[config.mk]
export PLATFORM = sky130hd
export DESIGN_NAME = movimentacao_servo
export DESIGN_NICKNAME = d
export VERILOG_FILES = /design/src/rtl/movimentacao_servo.sv
export SDC_FILE = /design/constraint.sdc
export NUM_CORES = 1
export LEC_CHECK = 0
export ABC_AREA = 1
export ABC_CLOCK_PERIOD_IN_PS = 2550
export BUFFER_PORTS_ARGS = -buffer_cell sky130_fd_sc_hd__buf_2
export CAP_MARGIN = 20
export CELL_PAD_IN_SITES_DETAIL_PLACEMENT = 1
export CELL_PAD_IN_SITES_GLOBAL_PLACEMENT = 1
export CORE_MARGIN = 2
export CORE_UTILIZATION = 48
export CTS_BUF_LIST = sky130_fd_sc_hd__clkbuf_8 sky130_fd_sc_hd__clkbuf_16
export CTS_CLUSTER_SIZE = 25
export DETAILED_ROUTE_END_ITERATION = 10
export PLACE_DENSITY = 0.95
export SLEW_MARGIN = 0
export SYNTH_ARGS = -nofsm -noshare
export SYNTH_HDL_FRONTEND = slang
export SYNTH_SLANG_ARGS = --single-unit
[constraint.sdc]
create_clock -name clock -period 2.55 [get_ports clock]
set_input_delay 0.3825 -clock clock [delete_from_list [all_inputs] [get_ports clock]]
set_output_delay 0.3825 -clock clock [all_outputs]
set_load 0.05 [all_outputs]
[src/rtl/movimentacao_servo.sv]
// movimentacao_servo: triangular sweep sequencer for the 3-bit servo position.
// While ligar is high the position walks 0 -> POS_MAX -> 0 -> ... and holds
// each value for DWELL_CYCLES+1 clocks. A one-cycle passo pulse marks every
// new position so that downstream measurement logic can trigger once per step.
// Dropping ligar parks the servo at 0. Re-enabling restarts the sweep going up.
module movimentacao_servo #(
  parameter int DWELL_CYCLES = 50_000_000,
  parameter int POS_MAX      = 7
) (
  input  logic       clock,
  input  logic       reset,
  input  logic       ligar,
  output logic [2:0] posicao,
  output logic       passo,
  output logic       sentido,
  output logic [1:0] db_estado
);

  // The dwell counter only has to reach DWELL_CYCLES-1.
  localparam int             CW        = $clog2(DWELL_CYCLES);
  localparam logic [CW-1:0]  C_TERM    = CW'(DWELL_CYCLES - 1);
  localparam logic [CW-1:0]  C_UM      = CW'(1);
  localparam logic [2:0]     C_POS_MAX = 3'(POS_MAX);

  // The encoding is visible on db_estado, so the codes are fixed explicitly.
  typedef enum logic [1:0] {
    INICIAL  = 2'b00,
    ESPERA   = 2'b01,
    MOVE     = 2'b10,
    INVALIDO = 2'b11
  } estado_t;

  estado_t       r_estado;
  estado_t       w_estado_next;
  logic [CW-1:0] r_contador;
  logic [CW-1:0] w_contador_next;
  logic [2:0]    r_posicao;
  logic [2:0]    w_posicao_next;
  logic          r_sentido;
  logic          w_sentido_next;
  logic          r_passo;
  logic          w_passo_next;

  // Candidate step of the sweep; it is only committed in MOVE.
  logic [2:0]    w_pos_prox;
  logic          w_sen_prox;

  // Next-position rule: endpoints are visited exactly once per turn and the
  // position never wraps modulo 8.
  always_comb begin
    w_pos_prox = r_posicao;
    w_sen_prox = r_sentido;
    if (r_sentido) begin
      if (r_posicao < C_POS_MAX) begin
        w_pos_prox = r_posicao + 3'd1;
      end else begin
        w_pos_prox = r_posicao - 3'd1;
        w_sen_prox = 1'b0;
      end
    end else begin
      if (r_posicao != 3'd0) begin
        w_pos_prox = r_posicao - 3'd1;
      end else begin
        w_pos_prox = 3'd1;
        w_sen_prox = 1'b1;
      end
    end
  end

  // FSM next-state and datapath next values; entering INICIAL always parks
  // the servo and re-arms the sweep upward.
  always_comb begin
    w_estado_next   = r_estado;
    w_contador_next = r_contador;
    w_posicao_next  = r_posicao;
    w_sentido_next  = r_sentido;
    w_passo_next    = 1'b0;

    case (r_estado)
      INICIAL: begin
        w_contador_next = '0;
        w_posicao_next  = 3'd0;
        w_sentido_next  = 1'b1;
        if (ligar) begin
          w_estado_next = ESPERA;
        end
      end

      ESPERA: begin
        // Losing the enable wins over the terminal count.
        if (!ligar) begin
          w_estado_next   = INICIAL;
          w_contador_next = '0;
          w_posicao_next  = 3'd0;
          w_sentido_next  = 1'b1;
        end else if (r_contador == C_TERM) begin
          w_estado_next   = MOVE;
          w_contador_next = '0;
        end else begin
          w_contador_next = r_contador + C_UM;
        end
      end

      MOVE: begin
        if (ligar) begin
          w_estado_next   = ESPERA;
          w_contador_next = '0;
          w_posicao_next  = w_pos_prox;
          w_sentido_next  = w_sen_prox;
          w_passo_next    = 1'b1;
        end else begin
          w_estado_next   = INICIAL;
          w_contador_next = '0;
          w_posicao_next  = 3'd0;
          w_sentido_next  = 1'b1;
        end
      end

      default: begin
        // Unused code: recover to the parked state on the next edge.
        w_estado_next   = INICIAL;
        w_contador_next = '0;
        w_posicao_next  = 3'd0;
        w_sentido_next  = 1'b1;
      end
    endcase
  end

  // FSM state register.
  always_ff @(posedge clock or posedge reset) begin
    if (reset) begin
      r_estado <= INICIAL;
    end else begin
      r_estado <= w_estado_next;
    end
  end

  // Registered datapath: dwell counter, position, direction and step pulse.
  always_ff @(posedge clock or posedge reset) begin
    if (reset) begin
      r_contador <= '0;
      r_posicao  <= 3'd0;
      r_sentido  <= 1'b1;
      r_passo    <= 1'b0;
    end else begin
      r_contador <= w_contador_next;
      r_posicao  <= w_posicao_next;
      r_sentido  <= w_sentido_next;
      r_passo    <= w_passo_next;
    end
  end

  assign posicao   = r_posicao;
  assign sentido   = r_sentido;
  assign passo     = r_passo;
  assign db_estado = r_estado;

endmodule

==> out/metrics.cfg, run 1 <==
[run_status]
status = finished clean

[sta]
hold-worst-slack_ps = 176.5
fin_skew_ps = 6.591
finalHoldViolCount = 0
fmax_mhz = 590.5
worst_slew_pin_slew_ps = 421.4
setup_viol = 0
max_slew_margin_pct = 71.69
slew_violations = 0
tns_ps = 0
period_minus_slack_ps = 1694
finalCritPeriodShare_pct = 66.42
rsz0062_at_grt = no

[placed_design]
port_buffers = 9
gp_congestion = 0.9608
placed_cells = 353
hpwl_um = 4217

[synthesis]
yosysWarnings = 0
ys_seq_elements = 33
synth_xor_area_share_pct = 3.827
synth_cells = 295
syn_nets = 303
ys_top_cells_by_area = dfrtp_1 39%, nand2_1 13%, nor2_1 12%
synthArstFlopShare_pct = 100.0
synth_top_area_share_pct = 38.88
synthSimpleGateAreaFrac_pct = 39.67
synth_edf_count = 0
synth_most_common_cell = nand2_1
synth_adder_area_share_pct = 3.038
syn-cell-area_um2 = 2059
synth_top_family_by_area = simple AND/OR/NAND/NOR gates
synth_common_cells = 71 x nand2_1, 66 x nor2_1, 41 x inv_1
synth_seq_area_share_pct = 40.16
syn_avg_cell_area_um2 = 6.981
ys.flop_type = dfrtp_1
yosys.area.top_type = dfrtp_1
muxShareOfSynthArea_pct = 0
synthDistinctLibCells = 23
synth_compound_area_share_pct = 4.374

[power_and_ir_drop]
p_int_uw = 855.4
p_clk_share_pct = 47.2
finalPower_mw = 1.109
seq_power_share_pct = 48.0
combPwrFrac_pct = 4.8
leakage_nw = 1.022
switching_share_pct = 22.90
p_sw_uw = 254.1
power.density_nw_per_um2 = 488.3
ir_worst_vdd_mv = 0.2831

[global_route]
grt_max_degree = 34
grt_first_pass_wirelength_um = 9756
grt_pass1_vias = 2055
antenna_found_initial = 0
grt_overflow_total = 0
grt_use_total_pct = 25.71

[detailed_routing]
avgRoutedWirePerCell_um = 15.89
routed_via_density = 5.335
ant_nets = 0
drcViolationCount = 0
drt_iter0_markers = 93
num_vias = 1926
wirelength_um = 5737
dr.pass1.iters = 4

[hold_path]
hold_path_class = in2async

[setup_path]
cp_max_fo = 7
worstPathRequired_ps = 2730
cp_data_arrival_time_ps = 1880
slowest_delay_ps = 390
ff2ff_setup_slack_ps = 860
path_delay_family = simple AND/OR/NAND/NOR gates
cp-end-kind = flip-flop
crit_buf_inv = 1
path_class = reg2reg
crit_slowest_cell = dfrtp_1
start_kind = flip-flop
crit_chain = ha_1, nand3_1, inv_1, nand2_2, nor2_4, nand3_1, nor2_1, nor2_1

[floorplanning]
rows = 23
dieHeight_um = 69.50
start_util_pct = 50.76
coreArea_um2 = 4058
ios = 10
die_area_um2 = 4830
die_x_um = 69.50

[clocking]
cts_resized = 0
htreeDepth = 2
cts_setup_buffers = 0
clkTransAtPathRegs_ps = 70
cts_tree = done
hold_buffers = 0
numCtsBuffers = 5
clk_latency_ps = 290
cts_root_buffer = clkbuf_8
cts_num_sinks = 33
clock_path_buffers = 2

[layout]
area_growth_pct = 10.33
drive_gt1_share_pct = 11.58
final_cell_count_no_fill = 361
antenna_cells = 0
finalNetCount = 318
utilization_pct = 56.00

[job]
maxCapViolations = 0

==> layer usage <==
| layer | wire [µm] | part of all wire, % | GRT usage [%] | vias to the layer above |
|---|---|---|---|---|
| met5 | 0 | 0 | 0 | - |
| met2 | 2924 | 51 | 45.41 | 31 |
| met1 | 2566 | 45 | 31.72 | 950 |
| met3 | 176 | 3.1 | 4.506 | 6 |
| met4 | 70 | 1.2 | 8.279 | 0 |
| li1 | - | - | - | 939 |
==> registers in the layout, indices dropped and copies added (netlist names) <==
signal and count:
sentido 1, passo 1, posicao 3, r_contador 26
db_estado 2
==> through the flow <==
step           cell area, µm²  setup WS (ps)
3_5_place_dp             2152          867.2
4_1_cts                  2272          855.6
3_3_place_gp             2152          948.2
5_1_grt                  2272          691.4
6_report                 2272          856.4
2_1_floorplan            2059          841.5
==> logic make-up after synthesis <==
kind of cell	after synthesis
buf+inv	45
xor+xnor	9
compound gates	17
fa+ha+maj	5
flops	33
simple gates	186
==> power by group through the flow <==
stage,sequential (mW),combinational (mW),clock (mW)
after floorplan,0.550,0.0358,0
after global placement,0.541,0.0530,0
after detailed placement,0.542,0.0554,0
after CTS,0.532,0.0558,0.538
after global routing,0.532,0.0621,0.552
final,0.532,0.0535,0.524
==> layout by cell type, fill, tap and decap left out, types with 6 or more instances in the layout <==
cell,instances
dfrtp_1,32
o21ai_0,9
nor2_1,66
nor3_1,9
clkbuf_8,6
nand2_1,71
buf_2,9
nand3_1,22
inv_1,41
==> worst paths after layout <==
check                              start              to  cells after the start
setup / recovery           r_contador[0]  r_contador[20]                      8
hold / removal                     reset   r_contador[6]                      3
setup reg to reg           r_contador[0]  r_contador[20]                      8
hold reg to reg            r_contador[0]   r_contador[0]                      1
max in group asynchronous          reset         sentido                      3
min in group clock                 ligar    db_estado[0]                      3
==> layout make-up <==
| class | count | area, µm² |
|---|---|---|
| clock buffers | 6 | 82.58 |
| clock inverters | 2 | 37.54 |
| fillers | 554 | 1785 |
| inverters | 43 | 161.4 |
| multi-input cells | 217 | 1049 |
| flip-flops and latches | 33 | 827.0 |
| well taps | 50 | 62.56 |
| repair buffers | 10 | 52.55 |
==> worst reg2reg max path: stages, from the launching register on <==
cell,delay (ps)
dfrtp_1,390
ha_1,220
nand3_1,180
inv_1,150
nand2_2,100
nor2_4,190
nand3_1,140
nor2_1,150
nor2_1,70
(Power assumes the default switching activity.)
==> inputs of run 2 (changes only) <==
--- a/config.mk
+++ b/config.mk
@@ -6,17 +6,17 @@
 export NUM_CORES = 1
 export LEC_CHECK = 0
 export ABC_AREA = 1
-export ABC_CLOCK_PERIOD_IN_PS = 2550
+export ABC_CLOCK_PERIOD_IN_PS = 1670
 export BUFFER_PORTS_ARGS = -buffer_cell sky130_fd_sc_hd__buf_2
 export CAP_MARGIN = 20
 export CELL_PAD_IN_SITES_DETAIL_PLACEMENT = 1
 export CELL_PAD_IN_SITES_GLOBAL_PLACEMENT = 1
 export CORE_MARGIN = 2
-export CORE_UTILIZATION = 48
+export CORE_UTILIZATION = 44
 export CTS_BUF_LIST = sky130_fd_sc_hd__clkbuf_8 sky130_fd_sc_hd__clkbuf_16
 export CTS_CLUSTER_SIZE = 25
 export DETAILED_ROUTE_END_ITERATION = 10
-export PLACE_DENSITY = 0.95
+export PLACE_DENSITY = 0.89
 export SLEW_MARGIN = 0
 export SYNTH_ARGS = -nofsm -noshare
 export SYNTH_HDL_FRONTEND = slang
==> constraint.sdc (replaced) <==
create_clock -name clock -period 1.67 [get_ports clock]
set_input_delay 0.2505 -clock clock [delete_from_list [all_inputs] [get_ports clock]]
set_output_delay 0.2505 -clock clock [all_outputs]
set_load 0.05 [all_outputs]
==> run 2 against run 1 <==
Net effect: clock-buffer cell count down 1; first-iteration DRC count is 17% higher; design area rose by 2.1%; critical endpoint is now r_contador[12]; non-clock buffer count rose by 6; critical path type unchanged; final cell count grew 2.2%; utilization fell by 3.8 points.
==> out/metrics.cfg, run 2 (synthesis results as in run 1) <==
[power_and_ir_drop]
power.density_nw_per_um2 = 632.3
leakage_nw = 1.038
p_sw_uw = 355.8
p_clk_share_pct = 38.3
ir_worst_vdd_mv = 0.5550
switching_share_pct = 24.25
combPwrFrac_pct = 6.3
finalPower_mw = 1.468
p_int_mw = 1.112
seq_power_share_pct = 55.4

[hold_path]
hold_path_class = in2async

[sta]
fin_skew_ps = 6.774
max_slew_margin_pct = 72.43
finalHoldViolCount = 0
worst_slew_pin_slew_ps = 413.5
rsz0062_at_grt = yes
tns_ps = 0
fmax_mhz = 640.0
slew_violations = 0
setup_viol = 0
period_minus_slack_ps = 1563
finalCritPeriodShare_pct = 93.57

[detailed_routing]
routed_via_density = 5.152
avgRoutedWirePerCell_um = 14.69
drt_iter0_markers = 109
dr.pass1.iters = 4
ant_nets = 0
wirelength_um = 5419
num_vias = 1901
drcViolationCount = 0

[clocking]
numCtsBuffers = 5
clk_latency_ps = 280
clkTransAtPathRegs_ps = 70
hold_buffers = 0
htreeDepth = 2
clock_path_buffers = 2
cts_tree = done
cts_num_sinks = 33
cts_root_buffer = clkbuf_8

[setup_path]
cp_data_arrival_time_ps = 1730
path_class = reg2reg
cp_max_fo = 7
reg2reg_depth = 8
startpoint = r_contador[0]
crit_end = r_contador[12]
r2r_end = r_contador[12]
worstPathRequired_ps = 1840
start_kind = flip-flop
r2r_start = r_contador[0]
cp-end-kind = flip-flop
ff2ff_setup_slack_ps = 110

[layout]
area_growth_pct = 12.70
final_cell_count_no_fill = 369
drive_gt1_share_pct = 15.77
most-common-layout-cells = 71 x nand2_1, 64 x nor2_1, 41 x inv_1
utilization_pct = 52.22
largest-register = r_contador
layout_commonest_cell = nand2_1
largest_reg_flops = 26
antenna_cells = 0
finalNetCount = 324

[global_route]
top_usage_layer = met2
use_met1_pct = 28.76
grt_use_total_pct = 22.96
grt_use_met2_pct = 39.04
grt_max_degree = 34
grt_pass1_vias = 1957
met3_usage_pct = 4.306
grt_first_pass_wirelength_um = 9128
grt_overflow_total = 0
antenna_found_initial = 0

[floorplanning]
ios = 10
dieHeight_um = 72.42
rows = 24
coreArea_um2 = 4444
die_area_um2 = 5244
die_x_um = 72.42
start_util_pct = 46.34

[job]
maxCapViolations = 0

[placed_design]
hpwl_um = 4095
gp_congestion = 0.9214
placed_cells = 358
port_buffers = 9

[run_status]
status = finished clean

run 2: changes by cell type in the layout (fill, tap and decap cells not counted), moves of 2 or more:
cell,change
clkinv_2,+2
dfrtp_1,-2
nor2_1,-2
buf_4,+6
nand3_2,+2
dfrtp_2,+2
nand3_1,-2
run 2: power groups by stage:
stage | clock network [mW] | logic (mW) | registers (mW)
floorplan | 0 | 0.0546 | 0.839
global placement | 0 | 0.0807 | 0.826
detailed placement | 0 | 0.0835 | 0.828
CTS | 0.583 | 0.0839 | 0.813
global route | 0.618 | 0.105 | 0.814
finish | 0.562 | 0.0930 | 0.813
run 2: how the worst min path moves through the flow:
stage	start	end	slack (ps)	cells past startpoint
5_1_grt	reset	db_estado[1]	100	3
2_1_floorplan	ligar	db_estado[0]	370	2
6_report	reset	db_estado[1]	40	3
3_3_place_gp	reset	r_contador[17]	360	3
4_1_cts	reset	db_estado[1]	60	3
3_5_place_dp	reset	r_contador[17]	370	3
run 2: layout make-up:
type	count	area, µm²
Inverter	43	161.4
Clock buffer	5	68.82
Fill cell	587	2123
Multi-Input combinational cell	217	1085
Clock inverter	3	13.76
Tap cell	52	65.06
Sequential cell	33	829.5
Timing Repair Buffer	16	97.59
run 2: per-stage QoR:
stage | setup WS (ps) | cell area (µm²) | hold WS (ps)
3_3_place_gp | 145.7 | 2180 | 355.9
5_1_grt | -24.37 | 2321 | 96.22
6_report | 107.5 | 2321 | 43.60
3_5_place_dp | 27.54 | 2180 | 365.7
2_1_floorplan | 127.8 | 2062 | 367.2
4_1_cts | -0.07383 | 2262 | 56.60
run 2: layer usage:
metal  vias up  routed length [µm]
li1        952                   -
met1       921                2498
met2        20                2703
met3         8                 113
met4         0                 104
met5         -                   0
run 2: repair_timing:
| item | 4_1_cts | 5_1_grt |
|---|---|---|
| setup endpoints to repair | 1 | 27 |
| pin swaps | 0 | 1 |
| endpoints found under the hold margin | 0 | 0 |
| buffers inserted | 0 | 3 |
| resized for setup | 0 | 9 |
run 2: critical path: stages, from the launching register on:
cell and delay, ps:
dfrtp_1 380, ha_2 220, nand3_2 140, inv_2 110
nand2_2 90, nor2_4 200, buf_4 150, xnor2_1 100
nor2_1 50
==> inputs of run 3 (changes only) <==
--- a/config.mk
+++ b/config.mk
@@ -11,6 +11,7 @@
 export CAP_MARGIN = 20
 export CELL_PAD_IN_SITES_DETAIL_PLACEMENT = 1
 export CELL_PAD_IN_SITES_GLOBAL_PLACEMENT = 1
+export CORE_ASPECT_RATIO = 1.25
 export CORE_MARGIN = 2
 export CORE_UTILIZATION = 44
 export CTS_BUF_LIST = sky130_fd_sc_hd__clkbuf_8 sky130_fd_sc_hd__clkbuf_16
==> run 3 against run 2 <==
Net effect: register-to-register slack better by 20 ps; largest power group unchanged; highest routed layer unchanged; critical endpoint is now r_contador[22]; largest cell class unchanged; combinational power is 2% higher; sequential share of layout area is 0.061 points lower; worst hold slack worse by 6.4 ps; sequential power hardly changed; first-iteration DRC count is 23% lower; flip-flop and latch count stayed put; design area is 0.32% higher.
==> out/metrics.cfg, run 3 (synthesis results as in run 1) <==
[sta]
tns_ps = 0
finalHoldViolCount = 0
fin_skew_ps = 9.585
finalCritPeriodShare_pct = 92.63
fmax_mhz = 646.4
period_minus_slack_ps = 1547
worst_slew_pin_slew_ps = 423.4
slew_violations = 0
max_slew_margin_pct = 71.77
setup_viol = 0

[layout]
largest-register = r_contador
drive_gt1_share_pct = 15.82
final_cell_count_no_fill = 374
area_growth_pct = 13.06
most-common-layout-cells = 71 x nand2_1, 63 x nor2_1, 40 x inv_1
layout_commonest_cell = nand2_1
finalNetCount = 323
antenna_cells = 0
largest_reg_flops = 26

[global_route]
grt_first_pass_wirelength_um = 9970
grt_use_total_pct = 25.55
grt_max_degree = 34
grt_overflow_total = 0
antenna_found_initial = 0
grt_pass1_vias = 2118

[detailed_routing]
routed_via_density = 5.227
num_vias = 1955
drcViolationCount = 0
ant_nets = 0
wirelength_um = 5940
dr.pass1.iters = 4
drt_iter0_markers = 84
avgRoutedWirePerCell_um = 15.88

[power_and_ir_drop]
p_int_mw = 1.202
seq_power_share_pct = 51.4
switching_share_pct = 23.86
ir_worst_vdd_mv = 0.5401
p_clk_share_pct = 42.6
power.density_nw_per_um2 = 677.9
p_sw_uw = 376.6
combPwrFrac_pct = 6.0
leakage_nw = 1.035

[clocking]
cts_tree = done
cts_num_sinks = 33
numCtsBuffers = 5
clkTransAtPathRegs_ps = 70
clk_latency_ps = 290
htreeDepth = 2
hold_buffers = 0
cts_root_buffer = clkbuf_8
clock_path_buffers = 2

[floorplanning]
die_x_um = 65.19
coreArea_um2 = 4459
dieHeight_um = 80.49
rows = 27
die_area_um2 = 5247
ios = 10
start_util_pct = 46.18

[setup_path]
r2r_start = r_contador[1]
cp_max_fo = 7
cp_data_arrival_time_ps = 1730
reg2reg_depth = 8
worstPathRequired_ps = 1850
path_class = reg2reg
cp-end-kind = flip-flop
r2r_end = r_contador[22]
start_kind = flip-flop
ff2ff_setup_slack_ps = 120

[placed_design]
hpwl_um = 4472
placed_cells = 365
gp_congestion = 0.8632
port_buffers = 9

[job]
maxCapViolations = 0

[run_status]
status = finished clean

[hold_path]
hold_path_class = in2async

run 3: how the worst max path moves through the flow:
stage | from | end | cells after the start
final | r_contador[1] | r_contador[22] | 8
after global routing | r_contador[3] | r_contador[25] | 7
after CTS | r_contador[3] | r_contador[19] | 7
after detailed placement | r_contador[0] | r_contador[22] | 8
after global placement | r_contador[0] | r_contador[20] | 8
after floorplan | posicao[0] | posicao[2] | 6
run 3: final cells by class:
| cell class | instances | area (µm²) |
|---|---|---|
| flip-flops and latches | 33 | 830.8 |
| repair buffers | 15 | 90.09 |
| inverters | 43 | 161.4 |
| well taps | 58 | 72.57 |
| clock buffers | 7 | 96.34 |
| multi-input cells | 217 | 1072 |
| clock inverters | 1 | 5.005 |
| fillers | 605 | 2131 |
run 3: repair_timing:
item                                    4_1_cts  5_1_grt
pin swaps                                     1        1
endpoints found under the setup margin        1       25
setup buffers                                 1        0
resized for setup                             1        7
run 3: layer usage:
layer / part of all wire [%] / global-route usage (%) / routed length [µm]
met1: 40 / 27.58 / 2348
met2: 54 / 48.27 / 3227
met4: 2.4 / 10.00 / 142
met3: 3.8 / 4.762 / 223
met5: 0 / 0 / 0
run 3: power groups by stage:
stage,combinational [mW],sequential [mW],clock [mW]
floorplan,0.0546,0.839,0
global route,0.106,0.812,0.726
CTS,0.0941,0.812,0.688
global placement,0.0841,0.826,0
detailed placement,0.0884,0.829,0
finish,0.0945,0.812,0.672
run 3: per-stage QoR:
step           utilization, %  instance area, µm²  hold WS, ps  setup WS (ps)  power, mW
2_1_floorplan               -                2062        367.2          127.8     0.8938
5_1_grt                 52.22                2328        77.74         -19.70      1.643
3_5_place_dp            49.21                2195        364.1          14.44     0.9169
3_3_place_gp            49.21                2195        355.1          116.3     0.9105
6_report                52.22                2328        37.16          123.0      1.578
4_1_cts                 51.71                2306        53.47          25.32      1.594
run 3: critical path: stages, from the launching register on:
cell     delay (ps)
dfrtp_1         380
ha_2            220
nand3_2         130
inv_2           110
nand2_2         100
nor2_4          200
nand2_1         110
nor3_1          140
nor2_1           70
